## config.mk

```make
export PLATFORM = sky130hd
export DESIGN_NAME = rr_arbiter_oh
export DESIGN_NICKNAME = d
export VERILOG_FILES = /design/src/rtl/rr_arbiter_oh.sv
export SDC_FILE = /design/constraint.sdc
export NUM_CORES = 1
export LEC_CHECK = 0
export CAP_MARGIN = 10
export CELL_PAD_IN_SITES_DETAIL_PLACEMENT = 1
export CELL_PAD_IN_SITES_GLOBAL_PLACEMENT = 1
export CORE_MARGIN = 2
export CORE_UTILIZATION = 29
export CTS_CLUSTER_DIAMETER = 40
export CTS_CLUSTER_SIZE = 30
export DETAILED_ROUTE_END_ITERATION = 10
export PLACE_DENSITY_LB_ADDON = 0.1
export SLEW_MARGIN = 30
export SYNTH_ARGS = -nofsm -noshare
export SYNTH_HDL_FRONTEND = slang
export SYNTH_SLANG_ARGS = --single-unit
```

## constraint.sdc

```tcl
create_clock -name clk -period 2.7 [get_ports clk]
set_input_delay 0.81 -clock clk [delete_from_list [all_inputs] [get_ports clk]]
set_output_delay 0.81 -clock clk [all_outputs]
set_load 0.01 [all_outputs]
```

## src/rtl/rr_arbiter_oh.sv

```systemverilog
// Round-robin arbiter with packet locking; emits a one-hot select for a
// downstream one-hot mux and owns the requester/output valid-ready handshake.
module rr_arbiter_oh #(
  parameter int unsigned SEL_WIDTH = 4,
  parameter int unsigned IDX_WIDTH = (SEL_WIDTH > 1) ? $clog2(SEL_WIDTH) : 1
) (
  input  logic                 clk,
  input  logic                 rst,
  input  logic [SEL_WIDTH-1:0] req_valid_i,
  input  logic [SEL_WIDTH-1:0] req_last_i,
  output logic [SEL_WIDTH-1:0] req_ready_o,
  output logic [SEL_WIDTH-1:0] sel_oh_o,
  output logic [IDX_WIDTH-1:0] grant_idx_o,
  output logic                 out_valid_o,
  output logic                 out_last_o,
  input  logic                 out_ready_i
);

  localparam logic [0:0] IDLE = 1'b0;
  localparam logic [0:0] LOCK = 1'b1;

  logic [0:0]           state;
  logic [SEL_WIDTH-1:0] prio_oh;
  logic [SEL_WIDTH-1:0] lock_oh;
  logic [SEL_WIDTH-1:0] masked;
  logic [SEL_WIDTH-1:0] rr_pick;
  logic [SEL_WIDTH-1:0] grant;
  logic                 xfer_last;

  function automatic logic [SEL_WIDTH-1:0] rotl1(input logic [SEL_WIDTH-1:0] v);
    logic [SEL_WIDTH-1:0] r;
    r = '0;
    for (int unsigned i = 0; i < SEL_WIDTH; i++) begin
      r[(i + 1) % SEL_WIDTH] = v[i];
    end
    return r;
  endfunction

  // Requests at or above the priority position win first; if none, the
  // lowest set request wins, which realises the wrap-around scan.
  always_comb begin
    masked  = req_valid_i & ~(prio_oh - SEL_WIDTH'(1));
    rr_pick = '0;
    if (|masked) begin
      rr_pick = masked & (~masked + SEL_WIDTH'(1));
    end else begin
      rr_pick = req_valid_i & (~req_valid_i + SEL_WIDTH'(1));
    end
    grant = '0;
    if (!rst) begin
      grant = (state == LOCK) ? lock_oh : rr_pick;
    end
  end

  always_comb begin
    grant_idx_o = '0;
    for (int unsigned i = 0; i < SEL_WIDTH; i++) begin
      if (grant[i]) begin
        grant_idx_o = grant_idx_o | IDX_WIDTH'(i);
      end
    end
  end

  assign sel_oh_o    = grant;
  assign out_valid_o = |(req_valid_i & grant);
  assign out_last_o  = |(req_last_i & grant);
  assign req_ready_o = grant & {SEL_WIDTH{out_ready_i}};
  assign xfer_last   = out_valid_o && out_ready_i && out_last_o;

  always_ff @(posedge clk) begin
    if (rst) begin
      state   <= IDLE;
      prio_oh <= SEL_WIDTH'(1);
      lock_oh <= '0;
    end else begin
      case (state)
        IDLE: begin
          if (out_valid_o && !(out_ready_i && out_last_o)) begin
            state   <= LOCK;
            lock_oh <= grant;
          end
        end
        LOCK: begin
          if (xfer_last) begin
            state <= IDLE;
          end
        end
        default: state <= IDLE;
      endcase
      if (xfer_last) begin
        prio_oh <= rotl1(grant);
      end
    end
  end

`ifdef COMM_ASSERT
  a_sel_onehot0: assert property (@(posedge clk) $onehot0(sel_oh_o));
  a_prio_onehot: assert property (@(posedge clk) disable iff (rst) $onehot(prio_oh));
  a_lock_stable: assert property (@(posedge clk) disable iff (rst)
    (state == LOCK) |=> (rst || state != LOCK || $stable(sel_oh_o)));
`endif

endmodule
```

==> qor.yml <==
routing:
  wl_met2_um: 2285
  wl_met3_um: 215
  routed.top_layer: "met4"
  drt-total-wl_um: 4577
  dr_total_vias: 1155
  wl_met1_um: 1912
  initialDrtViolationCount: 18
  ant_nets: 0
  vias_per_cell: 5.662
  first_pass_iters: 4
  drc: 0
  post_drt_wl_per_cell_um: 22.44
cells_and_area:
  seq_area_um2: 188.9
  layout.nets: 187
  areaGrowthSynthToFinish_pct: 135.0
  drive_gt1_frac: 0.7356
  nFillCells: 257
  multi_input_area_um2: 733.2
  fin_util: 0.7115
  post_layout_nonfiller_instances: 204
  n_antenna_cell: 0
timing:
  post-route-min-period_ps: 3304
  layout_setup_ws_ps: -604.2
  setup_tns_ps: -4460
  maxSlewHeadroom: 0.7641
  setup_viol: 20
  worst-slew-pin-transition_ps: 352.3
  holdWs_ps: 548.0
  finalHoldViolations: 0
  rsz0062_at_grt: "true"
  fin_crit_sh: 1.224
  max_freq_ghz: 0.3026
  drv_slew: 0
  clock_skew_ps: 8.419
run_status:
  violations: "negative setup slack"
  outcome: "finished with violations"
cts:
  insertion_delay_ps: 290
  clock_sinks: 9
  htree_levels: 1
  cts_buffers: 3
  ctsHoldBuffers: 0
  cts.clk_slew.worst_paths_ps: 70
  tritoncts: "built"
  root_buffer: "clkbuf_4"
  clock_path_buffers: 2
place:
  port_buffers: 22
  dpl.hpwl_um: 2375
  numPlacedInstances: 176
  gp_congestion: 0.7562
global_route:
  grt_pass1_wl_um: 5892
  grt_max_degree: 14
  grt_usage: 0.2954
  grt_pass1_vias: 1186
  antenna_found_initial: 0
  grt.overflow.total: 0
synthesis:
  ys_ff_latch: 9
  yosysTopAreaCell: "dfxtp_1"
  synth_ff_type: "dfxtp_1"
  synth_top_area_frac: 0.2424
  synth_nets: 102
  yosys-top-cells-count: "dfxtp_1, nand2_1, inv_1"
  ys_top_cells_by_area: "dfxtp_1, a221oi_2, o31a_1"
  yosysWarnings: 0
  async_reset_ff_frac: 0
  avgSynthCellArea_um2: 8.258
  synth_seq_area_share: 0.2424
  ys_types: 44
  synth_edf_count: 0
  syn-cell-area_um2: 743.2
  syn_inst: 90
power_and_ir_drop:
  power_mw: 1.370
  vdd.ir_drop.worst_mv: 0.5115
  leakagePower_nw: 0.7844
  power_per_cell_area_mw_per_mm2: 784.1
floorplan:
  die-area_mm2: 0.002984
  io_pins: 23
  die_w_um: 54.63
  die_y_um: 54.63
  rows: 18
  start_util: 0.3028
  coreArea_mm2: 0.002455
critical_path:
  end_kind: "primary output"
  worstPathArrival_ps: 2490
  startpoint_type: "input pin"
  crit_type: "in -> out"
  crit_fanout: 2
  required_ps: 1890
  r2r_setup_slack_ps: -140
hold_path:
  hp-class: "reg -> reg"
flow_run:
  maxCapViolCount: 0
-- stage by stage --
| step | setup slack (ps) | instance area (µm²) |
|---|---|---|
| after floorplan | -304.6 | 769.5 |
| after global placement | -1148 | 1289 |
| after detailed placement | -1206 | 1289 |
| after CTS | -477.6 | 1638 |
| after global routing | -651.1 | 1747 |
| final | -604.2 | 1747 |
-- cells in the final DEF (no fill, tap or decap), types with 2 or more instances in the layout --
master	instances
nor2b_1	3
nand2_4	2
dfxtp_4	2
buf_6	25
dfxtp_1	6
nor2_1	3
mux2i_1	2
or3_4	2
inv_4	3
clkbuf_4	3
o31a_1	4
a21oi_1	2
o21a_1	2
inv_2	2
inv_1	4
o21ai_2	2
a31oi_4	2
and3_4	2
nand2_1	6
nor3b_2	2
buf_2	3
buf_4	48
and2_4	5
a221oi_2	3
clkdlybuf4s50_1	5
-- where the power goes --
part           internal, mW  leakage (nW)  switching, mW
sequential            0.172        0.0749         0.0383
combinational         0.569         0.692          0.472
clock                0.0552        0.0177         0.0636
total                 0.796         0.784          0.573
-- registers in the layout, indices dropped and copies added (netlist names) --
| signal | flops |
|---|---|
| lock_oh | 4 |
| prio_oh | 4 |
| state | 1 |
-- per-layer routing --
metal / up-vias / track usage
met4: 0 / 0.1875
met3: 15 / 0.04645
met1: 576 / 0.3120
met2: 56 / 0.5357
li1: 508 / -
met5: - / 0
-- worst paths after layout --
| kind | depth (start not counted) | startpoint | end |
|---|---|---|---|
| max reg2reg | 10 | prio_oh[2] | lock_oh[0] |
| max | 8 | rst | out_last_o |
| min reg2reg | 2 | lock_oh[3] | lock_oh[3] |
| min | 2 | lock_oh[3] | lock_oh[3] |
-- cell type report --
class	instances	area share
multi-input cells	70	0.4198
repair buffers	82	0.4112
flip-flops and latches	9	0.1082
inverters	9	0.02364
well taps	30	0.02149
clock buffers	3	0.01289
clock inverters	1	0.002865
-- kinds of logic after synthesis --
logic type	synth area share
AO/OA/AOI/OAI	0.3266
XOR/XNOR	0.01179
adder cells (fa/ha/maj)	0.01683
buffers and inverters	0.05722
flip-flops	0.2424
multiplexers	0.06228
AND/OR/NAND/NOR	0.2828
-- what timing repair did --
action                                  in CTS  in global routing
endpoints found under the hold margin        0                  0
pin swaps                                   26                 22
endpoints found under the setup margin      21                 21
resized for setup                          120                 19
buffers inserted                            23                  7
-- worst max-delay path: stages --
cell      delay [ps]
buf_6             90
or3b_1           380
a221o_1          310
o211ai_1         330
buf_4            180
a22o_1           140
or3_1            120
buf_2            130
(Power assumes the default switching activity.)
